==> config.mk <==
export PLATFORM = sky130hd
export DESIGN_NAME = wb_stage
export DESIGN_NICKNAME = d
export VERILOG_FILES = /design/src/rtl/wb_stage.sv
export SDC_FILE = /design/constraint.sdc
export NUM_CORES = 1
export LEC_CHECK = 0
export ABC_AREA = 1
export CAP_MARGIN = 20
export CORE_MARGIN = 5
export CORE_UTILIZATION = 43
export CTS_BUF_LIST = sky130_fd_sc_hd__clkbuf_4 sky130_fd_sc_hd__clkbuf_8 sky130_fd_sc_hd__clkbuf_16
export CTS_CLUSTER_DIAMETER = 50
export DETAILED_ROUTE_END_ITERATION = 8
export GPL_ROUTABILITY_DRIVEN = 1
export HOLD_SLACK_MARGIN = 0.06
export PLACE_DENSITY = 0.75
export SYNTH_ARGS = -nofsm -noshare
export SYNTH_HDL_FRONTEND = slang
export SYNTH_SLANG_ARGS = --single-unit
export TNS_END_PERCENT = 20
==> constraint.sdc <==
create_clock -name clk -period 1.5 [get_ports clk]
set_clock_uncertainty 0.1 [all_clocks]
set_input_delay 0.15 -clock clk [delete_from_list [all_inputs] [get_ports clk]]
set_output_delay 0.15 -clock clk [all_outputs]
set_load 0.03 [all_outputs]
==> src/rtl/wb_stage.sv <==
// ============================================================================
// wb_stage : RISC-V writeback stage (load extraction, regfile write, instret)
// Rev 1.0
// ============================================================================
`default_nettype none

module wb_stage #(
  parameter int DWIDTH    = 32,
  parameter int CNT_WIDTH = 32
) (
  input  logic                 clk,
  input  logic                 rst,
  input  logic                 in_valid,
  output logic                 in_ready,
  input  logic                 in_reg_we,
  input  logic [4:0]           in_rd,
  input  logic                 in_mem_to_reg,
  input  logic [2:0]           in_funct3,
  input  logic [1:0]           in_addr_lo,
  input  logic [DWIDTH-1:0]    in_alu_result,
  input  logic                 dmem_rvalid,
  input  logic [DWIDTH-1:0]    dmem_rdata,
  output logic                 reg_we,
  output logic [4:0]           addr_rd,
  output logic [DWIDTH-1:0]    data_rd,
  output logic [CNT_WIDTH-1:0] instret,
  output logic                 err_rvalid,
  output logic                 err_funct3
);

  typedef enum logic [0:0] {
    IDLE      = 1'b0,
    WAIT_LOAD = 1'b1
  } state_t;

  localparam logic [2:0] F3_LB  = 3'b000;
  localparam logic [2:0] F3_LH  = 3'b001;
  localparam logic [2:0] F3_LW  = 3'b010;
  localparam logic [2:0] F3_LBU = 3'b100;
  localparam logic [2:0] F3_LHU = 3'b101;

  localparam logic [CNT_WIDTH-1:0] CNT_ONE = {{(CNT_WIDTH-1){1'b0}}, 1'b1};

  state_t      state;
  logic [4:0]  ld_rd;
  logic        ld_we;
  logic [2:0]  ld_funct3;
  logic [1:0]  ld_addr_lo;

  logic [7:0]        sel_byte;
  logic [15:0]       sel_half;
  logic [DWIDTH-1:0] load_data;
  logic              funct3_bad;

  assign in_ready = (state == IDLE);

  // Halfword lane uses addr_lo[1] only; a misaligned addr_lo[0] is ignored.
  always_comb begin
    sel_byte   = 8'h00;
    sel_half   = ld_addr_lo[1] ? dmem_rdata[31:16] : dmem_rdata[15:0];
    load_data  = dmem_rdata;
    funct3_bad = 1'b0;
    case (ld_addr_lo)
      2'd0:    sel_byte = dmem_rdata[7:0];
      2'd1:    sel_byte = dmem_rdata[15:8];
      2'd2:    sel_byte = dmem_rdata[23:16];
      default: sel_byte = dmem_rdata[31:24];
    endcase
    case (ld_funct3)
      F3_LB:   load_data = {{(DWIDTH-8){sel_byte[7]}}, sel_byte};
      F3_LBU:  load_data = {{(DWIDTH-8){1'b0}}, sel_byte};
      F3_LH:   load_data = {{(DWIDTH-16){sel_half[15]}}, sel_half};
      F3_LHU:  load_data = {{(DWIDTH-16){1'b0}}, sel_half};
      F3_LW:   load_data = dmem_rdata;
      default: begin
        load_data  = dmem_rdata;
        funct3_bad = 1'b1;
      end
    endcase
  end

  always_ff @(posedge clk or negedge rst) begin
    if (!rst) begin
      state      <= IDLE;
      reg_we     <= 1'b0;
      addr_rd    <= 5'd0;
      data_rd    <= '0;
      instret    <= '0;
      err_rvalid <= 1'b0;
      err_funct3 <= 1'b0;
      ld_rd      <= 5'd0;
      ld_we      <= 1'b0;
      ld_funct3  <= 3'd0;
      ld_addr_lo <= 2'd0;
    end else begin
      reg_we <= 1'b0;
      case (state)
        IDLE: begin
          if (dmem_rvalid) err_rvalid <= 1'b1;
          if (in_valid) begin
            if (in_mem_to_reg) begin
              ld_rd      <= in_rd;
              ld_we      <= in_reg_we;
              ld_funct3  <= in_funct3;
              ld_addr_lo <= in_addr_lo;
              state      <= WAIT_LOAD;
            end else begin
              reg_we  <= in_reg_we && (in_rd != 5'd0);
              addr_rd <= in_rd;
              data_rd <= in_alu_result;
              instret <= instret + CNT_ONE;
            end
          end
        end
        WAIT_LOAD: begin
          if (dmem_rvalid) begin
            reg_we  <= ld_we && (ld_rd != 5'd0);
            addr_rd <= ld_rd;
            data_rd <= load_data;
            instret <= instret + CNT_ONE;
            if (funct3_bad) err_funct3 <= 1'b1;
            state   <= IDLE;
          end
        end
        default: state <= IDLE;
      endcase
    end
  end

endmodule

`default_nettype wire

# After elaboration in Yosys (flattened, before gate mapping)
# Index checks and enable logic that the tools add are counted.
# word_totals
ff_bits,84
inputBits,80
out_inout_bits,73
elab_cells,57
# op_classes
add_sub_neg,1
n_eq_ne,9
muxes,23
n_bitwise,2
reduce_logical,11
# ops
op,count
$mux W32,6
$pmux W32 S2,2
$pmux W32 S4,1
$add A32 B1 Y32 const B,1
$pmux W8 S3,1
$mux W16,1
$mux W5,3
$pmux W5 S2,1
$reduce_bool A5 Y1,2
$reduce_and A3 Y1,3
$eq A3 B3 Y1 const B,2
$mux W1,6
$ne A2 B2 Y1 const B,3
$reduce_or A5 Y1,1
$pmux W1 S2,2
$eq A3 B1 Y1 const B,1
$eq A3 B2 Y1 const B,1
$logic_not A3 Y1,1
$eq A2 B1 Y1 const B,1
$eq A2 B2 Y1 const B,1
$logic_and A1 B1 Y1,2
$logic_not A2 Y1,1
$not A1 Y1,2
$reduce_and A2 Y1,1

# Depth between registers and ports, before layout
# logic_depth
depth_word,5
mapped_depth,10
mapped_depth_nobuf,10

# Least setup slack after synthesis
# No wires, ideal clock.
# synth_timing
kind,register to register
start,reg instret[0]
end,reg instret[28]
setup_time_ps,117
arrival_ps,1527
required_time_ps,1283
path_slack_ps,-244
stages_incl_launch_ff,11
n_path_buf,0
synth_period_minus_slack_ps,1744
cell_sequence,dfrtp_1 > ha_1 > inv_1 > nor2_2 > inv_1 > nor2_1 > nand2_1 > nand2_1 > nand2_1 > nand2_1 > nand2_1
# synth_via
elab_chain_len,4
word_cells_on_any_way,5
classes_between,add/sub: 1; mux: 4
# synth_lines
item,line_no,text
start: declaration,26,"output logic [CNT_WIDTH-1:0] instret,"
start signal: assignment,111,instret <= instret + CNT_ONE;
start signal: assignment,120,instret <= instret + CNT_ONE;
$add A32 B1 Y32 (*),"111, 120",
$mux W32,101,if (in_mem_to_reg) begin
$mux W32,100,if (in_valid) begin
$pmux W32 S2 (*),97,case (state)
# Mark *: on every way between the ends. The rest lies on a longest branch, timed or not. The select of a mux whose other input is x is not followed.
# A chain may end at the register's enable or synchronous reset.

# Worst setup path in the final report
# layout_timing
start,reg ld_addr_lo[1]
end,reg data_rd[11]
# layout_via
elab_chain_len,5
word_cells_on_any_way,8
classes_between,eq/ne: 2; mux: 5; reduce/logical: 1
# layout_lines
item,line_no,text
start: declaration,48,logic [1:0] ld_addr_lo;
start signal: assignment,105,ld_addr_lo <= in_addr_lo;
"$eq A2 B2 Y1, or another cell as far along",63,case (ld_addr_lo)
$pmux W8 S3,63,
$pmux W32 S4 (*),69,case (ld_funct3)
$mux W32 (*),116,if (dmem_rvalid) begin
$pmux W32 S2 (*),97,
end signal: assignment,110,data_rd <= in_alu_result;
end signal: assignment,119,data_rd <= load_data;
end: declaration,25,"output logic [DWIDTH-1:0] data_rd,"
# Marks and branches as above.

==> impl_metrics.yaml <==
flow_run:
  drv.max_cap_violation_count: 0
floorplan:
  core_area_sq_mm: 0.0114
  num_io_pins: 153
  num_rows: 39
  die_outline_area_sq_mm: 0.0139
  dieHeight_um: 118
  initial_utilization: 0.439
  die_width_um: 118
sta:
  relSlewSlack: 0.739
  finalSetupViolCount: 0
  hold_viol: 0
  achievable-frequency_mhz: 667
  rsz_0062_raised_after_global_routing: "yes"
  finalCritPeriodShare: 0.999
  timing_worst_slew_pin_value_ps: 393
  finalCriticalPeriod_ps: 1500
  fin_hold_ws_ps: 160
  finalMaxSlewViolations: 0
  setup_total_negative_slack_ps: 0
clock_network:
  clkSlewWorstSetupHoldPaths_ps: 70
  clk-insertion-delay-late_ps: 350
  tritoncts: "done"
  clk_root_buffer_cell: "clkbuf_16"
  ctsLongestPathBuffers: 2
  total_cts_buffers: 9
  clock-sinks: 84
  htree_levels: 3
critical_path:
  crit_chain: "inv_4, nand2_4, nand3_4, nand4_4, buf_6, nand2_1, nand2_1, nand2_1"
  critical-path-top-cell-by-count: "nand2_1"
  worst_ep_required_time_ps: 1690
  r2r_cells: 8
  startpoint_type: "register"
  timing.critical_path.to_type: "register"
  worst_path_largest_cell_delay_ps: 460
  critPathSlowestCell: "dfrtp_2"
  timing_worst_setup_path_type: "reg -> reg"
  worstPathMaxFanout: 8
  critical_path.top_delay_family: "simple AND/OR/NAND/NOR gates"
  worstPathArrival_ps: 1690
  worst-path-buf-inv: 2
  cell_count_along_the_critical_path: 8
synthesis:
  yosysTopAreaCellShare: 0.419
  synth_sequential_area_ratio: 0.419
  yosys.area.top_type: "dfrtp_1"
  synthesis.area_per_instance_sq_um: 6.77
  synth_cell_types: 35
  mappedNetlistArea_sq_mm: 0.00502
  mappedNetlistNets: 822
  synth_commonest_cells: "nand2_1 (269), nor2_1 (135), dfrtp_1 (84)"
  post_synth_main_area_contributors: "dfrtp_1 (42%), nand2_1 (20%), nor2_1 (10%), nand3_1 (4.1%), inv_1 (3.9%)"
  synth-main-ff-cell: "dfrtp_1"
  ys_ff_latch: 84
  yosysWarningCount: 0
  postSynthCellCount: 741
  synth_enable_flop_cells: 0
  asr_flop_ratio_synth: 1.00
  synth_most_common_cell: "nand2_1"
route:
  wl_per_cell_um: 15.0
  detailedRoute.firstPassIterationCount: 5
  drt.antenna.violating_nets: 0
  routed_via_density: 5.01
  drt-initial-drc-count: 374
  post_route_drc_violation_count: 0
  via_count: 5538
  drt_wl_total_um: 16500
finish:
  fin_cells: 1105
  finish.net_count: 1038
  area_growth_syn_to_layout_pct: 57.7
  post_route_cells_drive_above_1_share: 0.236
  final_design_area_no_fill_sq_mm: 0.00791
  diodes: 0
place:
  numPlacedInstances: 1066
  gp_congestion: 0.958
  dp_hpwl_um: 12200
  postPlaceCellArea_sq_mm: 0.00710
  portBuffers: 152
global_route:
  grt_start_max_net_pins: 33
  via_count_of_the_first_global_routing_pass: 5174
  global_route.overflow_total: 0
  gr-usage-all-layers: 0.222
  grt_pass1_wl_um: 25100
  antenna_found_initial: 0
pwr:
  leakage_nw: 3.83
  power.density_mw_per_mm2: 1150
  vdd_ir_drop_max_v: 0.000870
min_path:
  holdCritPathClass: "in -> async"
status:
  status: "completed"
stage by stage:
stage / setup slack, ps / power (W) / util
floorplan: -26.8 / 0.00501 / -
global placement: -179 / 0.00659 / 0.622
detailed placement: -218 / 0.00662 / 0.622
CTS: -48.7 / 0.00873 / 0.647
global route: -107 / 0.00954 / 0.693
finish: 0.941 / 0.00907 / 0.693
power breakdown:
group	total [W]	leakage, nW	switching, W	internal, W
Combinational	0.00365	2.69	0.00221	0.00145
Clock	0.00233	0.146	0.000983	0.00135
Sequential	0.00308	0.994	0.000368	0.00271
Total	0.00907	3.83	0.00356	0.00551
worst paths after layout:
check | slack [ps] | end | startpoint
setup reg to reg | 0.9 | data_rd[11] | ld_addr_lo[1]
hold reg to reg | 370 | err_funct3 | err_funct3
setup / recovery | 0.9 | data_rd[11] | ld_addr_lo[1]
hold / removal | 160 | instret[7] | rst
max in group asynchronous | 630 | ld_addr_lo[1] | rst
min in group clk | 280 | ld_funct3[1] | in_funct3[1]
layout make-up:
class / instances / area [sq um]
fill: 962 / 3510
multi-input combinational: 568 / 2830
timing repair buffer: 236 / 2230
sequential: 84 / 2140
clock buffer: 10 / 239
inverter: 58 / 225
tap: 143 / 179
clock inverter: 6 / 71.3
flip-flops by register name, summed over array words and instances, names as in the netlist:
| register | count |
|---|---|
| addr_rd | 5 |
| data_rd | 32 |
| err_funct3 | 1 |
| err_rvalid | 1 |
| instret | 32 |
| ld_addr_lo | 2 |
| ld_funct3 | 3 |
| ld_rd | 5 |
| ld_we | 1 |
| reg_we | 1 |
| state | 1 |
what timing repair did:
action / 4_1_cts / 5_1_grt
resized for setup: 93 / 122
pin swaps: 1 / 32
cloned: 0 / 3
hold buffers: 1 / 0
setup buffers: 0 / 19
setup endpoints to repair: 114 / 78
endpoints found under the hold margin: 84 / 0
kinds of logic after synthesis:
family | count (synthesis) | synth area share
AO/OA/AOI/OAI | 78 | 0.0848
XOR/XNOR | 15 | 0.0262
adder cells (fa/ha/maj) | 1 | 0.00249
buffers and inverters | 89 | 0.0801
flip-flops | 84 | 0.419
multiplexers | 2 | 0.00449
AND/OR/NAND/NOR | 472 | 0.383
layer usage:
metal / global-route usage / share of wire / up-vias
met5: 0 / 0 / -
met4: 0.0867 / 0.031 / 0
met3: 0.0750 / 0.092 / 43
met2: 0.376 / 0.49 / 212
met1: 0.260 / 0.38 / 2538
li1: - / - / 2745
cells in the final DEF, fill, tap and decap left out, types with 3 or more instances in the layout:
master and count:
a21oi_1 34, a31oi_1 5, buf_12 7, buf_4 70, buf_6 8, clkbuf_16 11, clkbuf_2 3, clkdlybuf4s15_2 5
clkdlybuf4s50_1 78, dfrtp_1 56, dfrtp_2 28, dlygate4sd2_1 58, inv_1 50, inv_2 5, inv_4 3, nand2_1 240
nand2_2 21, nand2_4 11, nand3_1 37, nand3_2 3, nand3_4 3, nand4_1 7, nor2_1 112, nor2_2 16
nor2_4 16, o21a_1 6, o21ai_0 17, o21ai_1 9, xnor2_1 8, xor2_1 7
Note: power is estimated with default switching activity, not from simulation.
